--- src/rtl/io_map_pkg.sv ---
// io_map_pkg
// Shared constants and types for the CPU I/O space.
//   IN_PORT_BASE  : first address of the input port window (F0-FF)
//   OUT_PORT_BASE : first address of the output port bank (E0-EF)
//   IO_PORT_COUNT : number of ports in each bank
//   io_data_t     : one 8-bit I/O port value, shared by both port banks
package io_map_pkg;

  localparam logic [7:0] IN_PORT_BASE  = 8'hF0;
  localparam logic [7:0] OUT_PORT_BASE = 8'hE0;
  localparam int         IO_PORT_COUNT = 16;

  typedef logic [7:0] io_data_t;

endpackage

--- src/rtl/input_ports_if.sv ---
// input_ports_if
// CPU-facing read bus of the input port bank.
//   read_en      : CPU read strobe (master -> slave)
//   address      : CPU data address (master -> slave)
//   data_out     : registered read data (slave -> master)
//   port_changed : sticky per-port change flags (slave -> master)
//   irq          : level interrupt request (slave -> master)
interface input_ports_if;
  import io_map_pkg::*;

  logic        read_en;
  logic [7:0]  address;
  io_data_t    data_out;
  logic [15:0] port_changed;
  logic        irq;

  modport master (
    output read_en,
    output address,
    input  data_out,
    input  port_changed,
    input  irq
  );

  modport slave (
    input  read_en,
    input  address,
    output data_out,
    output port_changed,
    output irq
  );

endinterface

--- src/rtl/bit_sync.sv ---
// bit_sync
// Generic multi-flop synchronizer for asynchronous inputs.
//   clk   : sampling clock
//   reset : synchronous active-high reset, clears every stage
//   d     : asynchronous input vector
//   q     : input after STAGES flops
module bit_sync #(
  parameter int WIDTH  = 8,
  parameter int STAGES = 2
) (
  input  logic             clk,
  input  logic             reset,
  input  logic [WIDTH-1:0] d,
  output logic [WIDTH-1:0] q
);

  logic [WIDTH-1:0] stage [STAGES];

  // Shift chain: stage 0 takes the raw input, each later stage copies its
  // predecessor, so a change reaches q after STAGES edges.
  always_ff @(posedge clk) begin
    if (reset) begin
      for (int i = 0; i < STAGES; i++) stage[i] <= '0;
    end else begin
      stage[0] <= d;
      for (int i = 1; i < STAGES; i++) stage[i] <= stage[i-1];
    end
  end

  assign q = stage[STAGES-1];

endmodule

--- src/rtl/input_ports.sv ---
// input_ports
// Memory-mapped read side of the CPU I/O space (BASE_ADDR .. BASE_ADDR+15).
//   clk                      : system clock
//   reset                    : synchronous active-high reset
//   bus                      : slave side of input_ports_if
//                              (read_en, address in; data_out, port_changed, irq out)
//   port_in_00 .. port_in_15 : asynchronous 8-bit external inputs
// Each port is synchronized, read back one cycle after a read hit, and
// watched for changes that set a sticky flag cleared by reading the port.
module input_ports
  import io_map_pkg::*;
#(
  parameter logic [7:0] BASE_ADDR   = IN_PORT_BASE,
  parameter int         SYNC_STAGES = 2
) (
  input  logic          clk,
  input  logic          reset,
  input_ports_if.slave  bus,
  input  io_data_t      port_in_00,
  input  io_data_t      port_in_01,
  input  io_data_t      port_in_02,
  input  io_data_t      port_in_03,
  input  io_data_t      port_in_04,
  input  io_data_t      port_in_05,
  input  io_data_t      port_in_06,
  input  io_data_t      port_in_07,
  input  io_data_t      port_in_08,
  input  io_data_t      port_in_09,
  input  io_data_t      port_in_10,
  input  io_data_t      port_in_11,
  input  io_data_t      port_in_12,
  input  io_data_t      port_in_13,
  input  io_data_t      port_in_14,
  input  io_data_t      port_in_15
);

  localparam int NUM_PORTS = IO_PORT_COUNT;

  io_data_t                port_raw  [NUM_PORTS];
  io_data_t                sync_val  [NUM_PORTS];
  io_data_t                prev_val  [NUM_PORTS];
  logic                    hit;
  logic [3:0]              index;
  io_data_t                data_q;
  logic [NUM_PORTS-1:0]    changed_q;
  logic [NUM_PORTS-1:0]    changed_next;
  logic                    irq_q;

  assign port_raw[0]  = port_in_00;
  assign port_raw[1]  = port_in_01;
  assign port_raw[2]  = port_in_02;
  assign port_raw[3]  = port_in_03;
  assign port_raw[4]  = port_in_04;
  assign port_raw[5]  = port_in_05;
  assign port_raw[6]  = port_in_06;
  assign port_raw[7]  = port_in_07;
  assign port_raw[8]  = port_in_08;
  assign port_raw[9]  = port_in_09;
  assign port_raw[10] = port_in_10;
  assign port_raw[11] = port_in_11;
  assign port_raw[12] = port_in_12;
  assign port_raw[13] = port_in_13;
  assign port_raw[14] = port_in_14;
  assign port_raw[15] = port_in_15;

  for (genvar k = 0; k < NUM_PORTS; k++) begin : g_sync
    bit_sync #(
      .WIDTH  ($bits(io_data_t)),
      .STAGES (SYNC_STAGES)
    ) u_sync (
      .clk   (clk),
      .reset (reset),
      .d     (port_raw[k]),
      .q     (sync_val[k])
    );
  end

  // The window comparison is done one bit wider so a base near FF cannot
  // wrap the upper bound; the index is the offset from the base, which
  // reduces to address[3:0] for a 16-aligned base.
  assign hit   = bus.read_en
               && (bus.address >= BASE_ADDR)
               && ({1'b0, bus.address} <= ({1'b0, BASE_ADDR} + 9'(NUM_PORTS - 1)));
  assign index = 4'(bus.address - BASE_ADDR);

  // A change seen this cycle sets the flag even if the same port is being
  // read, so no change can slip past between read and clear.
  always_comb begin
    changed_next = '0;
    for (int k = 0; k < NUM_PORTS; k++) begin
      changed_next[k] = (sync_val[k] != prev_val[k])
                      | (changed_q[k] & ~(hit && (index == 4'(k))));
    end
  end

  // Read data, previous-value history, flags and irq all register together;
  // irq is computed from the next flag value so it moves with port_changed.
  always_ff @(posedge clk) begin
    if (reset) begin
      data_q    <= '0;
      changed_q <= '0;
      irq_q     <= 1'b0;
      for (int k = 0; k < NUM_PORTS; k++) prev_val[k] <= '0;
    end else begin
      if (bus.read_en) data_q <= hit ? sync_val[index] : 8'h00;
      changed_q <= changed_next;
      irq_q     <= |changed_next;
      for (int k = 0; k < NUM_PORTS; k++) prev_val[k] <= sync_val[k];
    end
  end

  assign bus.data_out     = data_q;
  assign bus.port_changed = changed_q;
  assign bus.irq          = irq_q;

endmodule

--- src/flat_wrapper.sv ---
// flat-port wrapper written by rule: the top's interface ports become plain ports
module input_ports_flat import io_map_pkg::*;
#(
  parameter logic [7:0] BASE_ADDR   = IN_PORT_BASE,
  parameter int         SYNC_STAGES = 2
)
  (clk, reset, port_in_00, port_in_01, port_in_02, port_in_03, port_in_04, port_in_05, port_in_06, port_in_07, port_in_08, port_in_09, port_in_10, port_in_11, port_in_12, port_in_13, port_in_14, port_in_15, bus_read_en, bus_address, bus_data_out, bus_port_changed, bus_irq);
  input_ports_if bus_i ();
  input  logic clk;
  input  logic reset;
  input  io_data_t port_in_00;
  input  io_data_t port_in_01;
  input  io_data_t port_in_02;
  input  io_data_t port_in_03;
  input  io_data_t port_in_04;
  input  io_data_t port_in_05;
  input  io_data_t port_in_06;
  input  io_data_t port_in_07;
  input  io_data_t port_in_08;
  input  io_data_t port_in_09;
  input  io_data_t port_in_10;
  input  io_data_t port_in_11;
  input  io_data_t port_in_12;
  input  io_data_t port_in_13;
  input  io_data_t port_in_14;
  input  io_data_t port_in_15;
  input wire logic [$bits(bus_i.read_en)-1:0] bus_read_en;
  input wire logic [$bits(bus_i.address)-1:0] bus_address;
  output wire logic [$bits(bus_i.data_out)-1:0] bus_data_out;
  output wire logic [$bits(bus_i.port_changed)-1:0] bus_port_changed;
  output wire logic [$bits(bus_i.irq)-1:0] bus_irq;
  assign bus_i.read_en = bus_read_en;
  assign bus_i.address = bus_address;
  assign bus_data_out = bus_i.data_out;
  assign bus_port_changed = bus_i.port_changed;
  assign bus_irq = bus_i.irq;
  input_ports #(.BASE_ADDR(BASE_ADDR), .SYNC_STAGES(SYNC_STAGES)) u_core (.clk(clk), .reset(reset), .bus(bus_i), .port_in_00(port_in_00), .port_in_01(port_in_01), .port_in_02(port_in_02), .port_in_03(port_in_03), .port_in_04(port_in_04), .port_in_05(port_in_05), .port_in_06(port_in_06), .port_in_07(port_in_07), .port_in_08(port_in_08), .port_in_09(port_in_09), .port_in_10(port_in_10), .port_in_11(port_in_11), .port_in_12(port_in_12), .port_in_13(port_in_13), .port_in_14(port_in_14), .port_in_15(port_in_15));
endmodule
--- config.mk ---
export PLATFORM = sky130hd
export DESIGN_NAME = input_ports_flat
export DESIGN_NICKNAME = d
export VERILOG_FILES = /design/src/rtl/io_map_pkg.sv /design/src/rtl/input_ports_if.sv /design/src/rtl/bit_sync.sv /design/src/rtl/input_ports.sv /design/src/flat_wrapper.sv
export SDC_FILE = /design/constraint.sdc
export NUM_CORES = 1
export LEC_CHECK = 0
export ABC_AREA = 1
export CORE_UTILIZATION = 55
export CTS_CLUSTER_SIZE = 24
export DETAILED_ROUTE_END_ITERATION = 7
export GPL_TIMING_DRIVEN = 0
export PLACE_DENSITY_LB_ADDON = 0.12
export SETUP_SLACK_MARGIN = 0.02
export SLEW_MARGIN = 20
export SYNTH_ARGS = -nofsm -noshare
export SYNTH_HDL_FRONTEND = slang
export SYNTH_SLANG_ARGS = --single-unit
--- constraint.sdc ---
create_clock -name clk -period 1.6 [get_ports clk]
set_clock_uncertainty 0.05 [all_clocks]
set_input_delay 0.24 -clock clk [delete_from_list [all_inputs] [get_ports clk]]
set_output_delay 0.24 -clock clk [all_outputs]
set_load 0.02 [all_outputs]
# [After elaboration in Yosys (flattened, before gate mapping)]
# Memory sizes are Yosys's and may differ from the RTL's.
# Index checks and enable logic that the tools add are counted.
[word_totals] ff_bits=25 word_cells=225 ramBits=384 input_bits=139 mem_count=17 output_inout_bits=25
[memory_table] memory="u_core.prev_val" depth=16 width=8 read_ports=16 rd_ports_with_merged_regs=0 wr=16 line="input_ports.sv:41" rtl="io_data_t prev_val [NUM_PORTS];"
[memory_table] memory="u_core.g_sync[0].u_sync.stage" depth=2 width=8 read_ports=2 rd_ports_with_merged_regs=0 wr=2 line="bit_sync.sv:17" rtl="logic [WIDTH-1:0] stage [STAGES];"
[memory_table] memory="u_core.g_sync[10].u_sync.stage" depth=2 width=8 read_ports=2 rd_ports_with_merged_regs=0 wr=2 line="bit_sync.sv:17"
[memory_table] memory="u_core.g_sync[11].u_sync.stage" depth=2 width=8 read_ports=2 rd_ports_with_merged_regs=0 wr=2 line="bit_sync.sv:17"
[memory_table] memory="u_core.g_sync[12].u_sync.stage" depth=2 width=8 read_ports=2 rd_ports_with_merged_regs=0 wr=2 line="bit_sync.sv:17"
[memory_table] memory="u_core.g_sync[13].u_sync.stage" depth=2 width=8 read_ports=2 rd_ports_with_merged_regs=0 wr=2 line="bit_sync.sv:17"
[memory_table] memory="+11 memories"
[op_classes] mux=55 reduce_logical=19 n_lt_le_gt_ge=2 n_eq_ne=31 add_sub_neg=1 bitwise=97
[op_table] operator="8-bit two-way mux" n=51
[op_table] operator="8-bit inequality test" n=16
[op_table] operator="1-bit bitwise OR" n=64
[op_table] operator="8-bit binary-select mux with 4-bit select" n=1
[op_table] operator="4-bit == test (second input constant)" n=8
[op_table] operator="1-bit logical AND" n=17
[op_table] operator="1-bit AND" n=16
[op_table] operator="4-bit by 3-bit == test with 1-bit output (second input constant)" n=4
[op_table] operator="1-bit inverter" n=16
[op_table] operator="16-bit OR reduction" n=1
[op_table] operator="4-bit by 2-bit == test with 1-bit output (second input constant)" n=2
[op_table] operator="8-bit >= comparator (second input constant)" n=1
[op_table] operator="5-bit >= comparator (second input constant)" n=1
[op_table] operator="4-bit inverter with 5-bit output" n=1
[op_table] operator="4-bit by 1-bit == test with 1-bit output (second input constant)" n=1
[op_table] operator="4-bit logical NOT" n=1
[op_table] operator="4-bit by 1-bit subtractor with 4-bit output (second input constant)" n=1
[op_table] operator="1-bit two-way mux" n=3

# [Depth between registers and ports, before layout]
# Gate-level depths: netlist of the first run.
[depth] ltp_word=7 mapped_depth=10 mapped_depth_nobuf=10

# [Hierarchy]
# Synthesis of the first run repeated with hierarchy kept, for this count alone.
[unflattened] hier_cells=1875 hier_area_um2=15492.4
[modules_own_cells] module="bit_sync" area_each_um2=534.3 seq_area_each_um2=320.3 cells_per_inst=58 instances=16
[modules_own_cells] module="input_ports" area_each_um2=6944.2 seq_area_each_um2=3062.9 cells_per_inst=947 instances=1

# [Least setup slack after synthesis of the first run]
# OpenSTA, ideal clock, no wires.
[synth_timing] path_type="input -> register" start="input bus_address[6]" end="register u_core.irq_q, in the netlist u_core.bus.irq" required_time_ps=1418 arrival_time_ps=1123 n_path_buf=1 slack_ps=295 setup_ps=132 cell_stages=10 path_cell_list="nand3_1 -> nor2_4 -> buf_4 -> nand3_1 -> nand2_1 -> nand3_1 -> nor2_1 -> nand2_1 -> nor2_1 -> a21oi_1"
[synth_between] elab_chain_cells=7
[synth_rtl] item="start: declaration" line="flat_wrapper.sv:28" rtl="input wire logic [$bits(bus_i.address)-1:0] bus_address;"
[synth_rtl] item="8-bit >= comparator (*)" line="input_ports.sv:82" rtl="&& (bus.address >= BASE_ADDR)"
[synth_rtl] item="1-bit logical AND (*)" line="input_ports.sv:82"
[synth_rtl] item="1-bit logical AND" line="input_ports.sv:92" rtl="| (changed_q[k] & ~(hit && (index == 4'(k))));"
[synth_rtl] item="1-bit inverter" line="input_ports.sv:92"
[synth_rtl] item="1-bit AND" line="input_ports.sv:92"
[synth_rtl] item="1-bit bitwise OR" line="input_ports.sv:92"
[synth_rtl] item="16-bit OR reduction (*)" line="input_ports.sv:107" rtl="irq_q <= |changed_next;"
[synth_rtl] item="end signal: assignment" line="input_ports.sv:107"
[synth_rtl] item="end: declaration" line="input_ports.sv:47" rtl="logic irq_q;"
# Every way passes the cells marked *; elsewhere a longest branch is shown, timed or not.
# A chain may end at the register's enable or synchronous reset.

# [Final worst setup path of the first run]
[layout_timing] start="input bus_read_en" end="register u_core.irq_q, in the netlist u_core.bus.irq"
[layout_between] elab_chain_cells=6
[layout_rtl] item="start: declaration" line="flat_wrapper.sv:27" rtl="input wire logic [$bits(bus_i.read_en)-1:0] bus_read_en;"
[layout_rtl] item="1-bit logical AND (*)" line="input_ports.sv:82"
[layout_rtl] item="1-bit logical AND" line="input_ports.sv:92"
[layout_rtl] item="1-bit inverter" line="input_ports.sv:92"
[layout_rtl] item="1-bit AND" line="input_ports.sv:92"
[layout_rtl] item="1-bit bitwise OR" line="input_ports.sv:92"
[layout_rtl] item="16-bit OR reduction (*)" line="input_ports.sv:107"
# Marks and branches as above.

==> results by group, run 1 <==
Synthesis
  – Post-synthesis async set-or-reset flop share: 0%
  – Cells after Synth: 1737
  – Post-synth top cells: nor2_1 (432), inv_1 (419), dfxtp_1 (409)
  – Most used flip-flop cell after synthesis: dfxtp_1
  – Seq/Total Area, Yosys: 58.1%
  – Most numerous cell in the Yosys netlist: nor2_1
  – Netlist cell types: 18
  – Yosys Warn Count: 0
  – Dominant cell type by area after synthesis: dfxtp_1
  – Number of flops mapped to enable cells by yosys: 0
  – Syn_nets: 1876
  – Flops & latches, synth: 409
  – Synth top area share: 58.1%
  – Mean Syn Cell Area: 8.11 µm²
  – Synthesized area: 14100 µm²
  – Top cells by area, synth: dfxtp_1 (58%), nor2_1 (12%), inv_1 (11%)

GRT
  – Largest net degree at the start of global routing: 14
  – Gr usage total: 25.9%
  – Initial antenna violation count: 0
  – First-pass GRT wire length: 52200 µm
  – Grt ovf: 0
  – Vias in the first global route: 10300

Finish
  – Layout cells sized above 1: 5.81%
  – Ant diodes: 0
  – # fillers: 2121
  – Finished Core Util: 69.8%
  – Nets@finish: 2090
  – Area Overhead vs Synth: 24.9%
  – Fin cells: 2311

STA
  – Tightest Pin Transition: 756 ps
  – Fin crit share: 104%
  – Final WS setup: -62.0 ps
  – Max Clk Rate: 0.602 GHz
  – Final hold violation count: 0
  – Max_slew headroom: 49.6%
  – Slew Viols, Final: 0
  – Setup Viol. Count Final: 1
  – RSZ-0062 raised after global routing: true
  – Final critical-path required period: 1660 ps

Setup path
  – RR Startpoint: u_core.g_sync[14].u_sync.stage[0][13]
  – Cells along the critical path: clkdlybuf4s50_1, nand2_2, nor2_4, buf_6, buf_8, nand3_2, nand2_2, nand3_2, nor2_4, nand2_2, nor2_4, a21oi_2
  – Worst Path Required: 1930 ps
  – Worst-case reg-to-reg path depth: 8
  – Arrival @ worst endpoint: 1990 ps
  – Worst r2r dst: u_core.bus.irq
  – Levels on crit path: 12
  – CP Buf/Inv Count: 3
  – Worst R2R Setup Slack: 40 ps
  – Crit path capture: u_core.bus.irq
  – Critical path origin: bus_read_en
  – Critical Path Max Stage Delay: 490 ps
  – Worst Setup Start Kind: primary input
  – CP endpoint kind: register
  – Cell family with most CP delay: simple AND/OR/NAND/NOR gates
  – Slowest cell on crit path: clkdlybuf4s50_1
  – Critical Path Fanout Max: 7
  – Kind of critical path: in2reg

Floorplan
  – Placement row count: 58
  – Core area: 25200 µm²
  – Die ar.: 26300 µm²
  – Die Height: 162 µm
  – Initial Util: 55.9%
  – Io pins: 164
  – Chip width: 162 µm

Clock tree
  – Worst-path clk slew: 60 ps
  – CTS tree: built
  – Clk_lat worst skew: 530 ps
  – Root buf cell: clkbuf_16
  – # hold bufs at CTS: 0
  – Max clock buf depth: 3
  – H-tree Lvls: 2
  – CTS buffer count: 41
  – Clock sinks: 409

Route
  – Via count: 10700
  – First-pass DRT Iterations: 7
  – # DRC: 0
  – Starting DRT DRC Count: 679
  – Antenna viol nets, final: 0
  – Overall routed net length: 33300 µm
  – Vias per cell: 4.62
  – DR WL/cell: 14.4 µm

Min path
  – Min-delay src: port_in_11[6]
  – Hold Crit Class: in2reg

Place
  – Placed cells: 2229
  – IO buf count: 162
  – DP HPWL: 24600 µm
  – Placer Congestion: 0.908

Power and ir drop
  – Clock power frac: 41.7%
  – Combinational Power Share: 8.1%
  – Power Dens Cells: 1230 nW/µm²
  – Sw Pwr: 4.93 mW
  – Total chip power: 21.6 mW
  – Switching share of total power: 22.8%
  – Max rail drop VDD: 0.00100 V
  – Sequential share of power: 50.2%
  – Leakage power: 7.98 nW
  – Int Pwr: 16.7 mW

Job
  – Max-cap violation count: 0

Run status
  – Failing checks: setup timing
  – Outcome: finished, violations left
-- kinds of logic (layout without fill, tap and decap cells) --
group,Yosys count,count (layout),synth area share (%)
AOI/OAI and AO/OA,105,105,4.30
xor gates and xnor gates,120,120,7.46
buffers and inverters,482,726,13.0
DFF,409,409,58.1
and+or+nand+nor,621,621,17.1
-- worst min path at each step --
| stage | end | slack [ps] | depth (start not counted) |
|---|---|---|---|
| 2_1_floorplan | u_core.g_sync[0].u_sync.stage[0][0] | 300 | 2 |
| 5_1_grt | u_core.g_sync[8].u_sync.stage[0][3] | 170 | 3 |
| 3_5_place_dp | u_core.g_sync[15].u_sync.stage[0][11] | 340 | 2 |
| 3_3_place_gp | u_core.g_sync[15].u_sync.stage[0][11] | 340 | 2 |
| 4_1_cts | u_core.g_sync[11].u_sync.stage[0][6] | 160 | 3 |
| 6_report | u_core.g_sync[11].u_sync.stage[0][6] | 170 | 3 |
-- layer usage --
| layer | wire [µm] | track usage (%) | vias up |
|---|---|---|---|
| li1 | - | - | 5428 |
| met1 | 14800 | 33.7 | 4865 |
| met2 | 15100 | 42.6 | 299 |
| met3 | 2040 | 4.03 | 87 |
| met4 | 1300 | 11.4 | 0 |
| met5 | 0 | 0 | - |
-- through the flow --
stage / worst slack (ps) / setup TNS (ps) / hold WS, ps / instance area (µm²)
2_1_floorplan: 295 / 0 / 297 / 14100
3_3_place_gp: -982 / -54360 / 341 / 16100
3_5_place_dp: -951 / -56100 / 343 / 16100
4_1_cts: -213 / -213 / 162 / 17400
5_1_grt: -55.6 / -55.6 / 170 / 17600
6_report: -62.0 / -62.0 / 171 / 17600
-- area by class of cell --
type	count	area [µm²]	area share (%)
Tap cell	330	413	2.35
Clock inverter	10	88.8	0.505
Timing Repair Buffer	171	1660	9.46
Clock buffer	63	1180	6.70
Sequential cell	409	8190	46.6
Multi-Input combinational cell	846	4170	23.7
Buffer	62	303	1.72
Inverter	420	1580	8.97
-- placed cells by master (no fill, tap or decap), drive strengths merged --
cell type / netlist / layout
nor2: 434 / 434
inv: 420 / 422
dfxtp: 409 / 409
nand2: 150 / 150
clkdlybuf4s50: 0 / 133
xnor2: 120 / 120
clkbuf: 46 / 112
o22ai: 64 / 64
o21ai: 32 / 32
nand3: 29 / 29
buf: 16 / 24
dlygate4sd2: 0 / 19
a21oi: 9 / 9
nand4: 8 / 8
clkdlybuf4s15: 0 / 6
clkinv: 0 / 6
dlymetal6s2s: 0 / 2
bufinv: 0 / 1
clkinvlp: 0 / 1
-- what timing repair did --
action                                  in CTS  in global routing
gates cloned                                 0                  1
pin swaps                                    1                  9
resized for setup                           53                 45
endpoints found under the setup margin      34                 17
setup buffers                                1                  7
-- sequential cells by signal, summed over array words and instances (netlist names) --
register                    cells
u_core.bus.data_out             8
u_core.bus.irq                  1
u_core.bus.port_changed        16
u_core.g_sync.u_sync.stage    256
u_core.prev_val               128
-- worst reg2reg max path, stage by stage (launching register included) --
cell and delay [ps]:
dfxtp_1 360, xnor2_1 130, nand2_1 70, nor2_1 210, nand3_2 150, nor2_4 140
nand2_2 70, nor2_4 140, a21oi_2 90
-- power groups by stage --
stage / registers (mW) / clock network [mW] / logic [mW]
3_5_place_dp: 11.0 / 0 / 1.71
4_1_cts: 10.8 / 9.11 / 1.72
6_report: 10.8 / 8.99 / 1.76
5_1_grt: 10.9 / 9.57 / 1.96
2_1_floorplan: 11.0 / 0 / 0.926
3_3_place_gp: 11.0 / 0 / 1.69
(Power assumes the default switching activity.)
==> run 2: changes to the inputs <==
- CAP_MARGIN: default -> 25
- CORE_UTILIZATION: 55 -> 41
- SETUP_SLACK_MARGIN: 0.02 -> 0.2
==> results by group, run 2 (synthesis gave the netlist of run 1 again) <==
Route
  – Via count: 10500
  – Antenna viol nets, final: 0
  – Starting DRT DRC Count: 529
  – DR WL/cell: 14.2 µm
  – Overall routed net length: 34500 µm
  – # DRC: 0
  – Vias per cell: 4.34
  – First-pass DRT Iterations: 5

GRT
  – Initial antenna violation count: 2
  – Gr usage total: 19.8%
  – Grt ovf: 0
  – Vias in the first global route: 10200
  – First-pass GRT wire length: 53600 µm
  – Largest net degree at the start of global routing: 14

Setup path
  – Kind of critical path: reg2reg
  – Cells along the critical path: xnor2_1, nand2_1, nor2_2, nand3_2, nor2_4, nand2_2, nor2_4, a21oi_2
  – Worst Setup Start Kind: register
  – Critical Path Max Stage Delay: 320 ps
  – Arrival @ worst endpoint: 1870 ps
  – Most frequent CP cell: nor2_4
  – Critical Path Fanout Max: 2
  – Worst R2R Setup Slack: 60 ps
  – Worst Path Required: 1930 ps
  – CP endpoint kind: register
  – Slowest cell on crit path: dfxtp_2

Floorplan
  – Initial Util: 41.8%
  – Die ar.: 35100 µm²
  – Core area: 33700 µm²
  – Placement row count: 67
  – Die Height: 187 µm
  – Chip width: 187 µm
  – Io pins: 164

Place
  – DP HPWL: 25900 µm
  – Placed cells: 2347
  – IO buf count: 162
  – DP Area: 16300 µm²
  – Placer Congestion: 0.900

Finish
  – Commonest non-fill, non-tap cell in the layout: inv_1
  – Area Overhead vs Synth: 28.5%
  – Commonest cells after routing, fill and taps aside: inv_1 (414), nor2_1 (413), dfxtp_1 (385)
  – Fin cells: 2426
  – Ant diodes: 0
  – Final instance area: 18100 µm²
  – Nets@finish: 2089
  – Max reg flops: 256
  – Layout cells sized above 1: 11.1%
  – Top reg by flops: u_core.g_sync.u_sync.stage
  – Finished Core Util: 53.7%

Power and ir drop
  – Max rail drop VDD: 0.000554 V
  – Power Dens Cells: 1230 nW/µm²
  – Leakage power: 8.09 nW

Clock tree
  – Root buf cell: clkbuf_16
  – Clk_lat worst skew: 530 ps
  – CTS tree: built
  – H-tree Lvls: 2
  – # hold bufs at CTS: 0
  – CTS buffer count: 41
  – Max clock buf depth: 3
  – Clock sinks: 409
  – Worst-path clk slew: 60 ps

Run status
  – Outcome: finished clean

STA
  – Final hold violation count: 0
  – RSZ-0062 raised after global routing: true
  – Max_slew headroom: 52.4%
  – Max Clk Rate: 0.650 GHz
  – Tightest Pin Transition: 714 ps
  – Fin crit share: 96.1%
  – Hold WS: 171 ps
  – Slew Viols, Final: 0
  – Setup Viol. Count Final: 0
  – Final critical-path required period: 1540 ps

Job
  – Max-cap violation count: 0

Min path
  – Hold Crit Class: in2reg
==> run 2: cell types whose count changed in the layout (fill, tap and decap cells not counted), sizes merged, moves of 3 or more <==
cell,delta
clkdlybuf4s15,-6
bufinv,+3
buf,+24
clkdlybuf4s50,-5
dlygate4sd2,-16
==> run 2: path summary, 6_finish.rpt <==
path                                        startpoint                                   end  depth (start not counted)
hold / removal                           port_in_13[5]  u_core.g_sync[13].u_sync.stage[0][5]                          3
setup reg to reg  u_core.g_sync[8].u_sync.stage[0][10]                        u_core.bus.irq                          8
hold reg to reg   u_core.g_sync[11].u_sync.stage[0][1]  u_core.g_sync[11].u_sync.stage[0][9]                          2
setup / recovery  u_core.g_sync[8].u_sync.stage[0][10]                        u_core.bus.irq                          8
==> run 2: through the flow <==
stage	TNS (ps)	total power, mW	setup slack (ps)
after floorplan	0	12.0	295
final	0	22.3	61.9
after global routing	0	23.2	30.4
after detailed placement	-78850	12.8	-947
after CTS	0	22.5	54.4
after global placement	-71290	12.8	-972
==> run 2: timing repair <==
item                                    4_1_cts  5_1_grt
gates resized for setup                     196       81
setup buffers                                 6        2
endpoints found under the setup margin       70       43
pin swaps                                    19       28
==> run 2: power breakdown <==
part / leakage [nW] / switching (mW) / internal, mW / total (mW)
Combinational: 4.04 / 1.00 / 0.823 / 1.83
Clock: 0.676 / 3.74 / 5.92 / 9.66
Sequential: 3.38 / 0.226 / 10.6 / 10.9
Total: 8.09 / 4.97 / 17.4 / 22.3
==> run 2: final cells by class <==
cell class                      count  area (µm²)
Buffer                             62         332
Clock buffer                       61        1220
Clock inverter                     10         156
Fill cell                        3241       15600
Inverter                          420        1580
Multi-Input combinational cell    846        4440
Sequential cell                   409        8220
Tap cell                          448         561
Timing Repair Buffer              170        1600
==> run 2: critical path, delay by kind of cell, from the launching register on <==
family / cells / cell delay [ps]
flip-flops: 1 / 320
AO/OA/AOI/OAI: 1 / 90
XOR/XNOR: 1 / 140
AND/OR/NAND/NOR: 6 / 790
==> run 2: layer usage <==
layer	share of wire, %	wire length, µm	vias to the layer above	track usage, %
li1	-	-	5440	-
met1	47	16100	4756	26.2
met2	45	15500	256	32.6
met3	5.5	1900	67	3.49
met4	2.7	945	2	6.40
met5	0.038	13	-	0
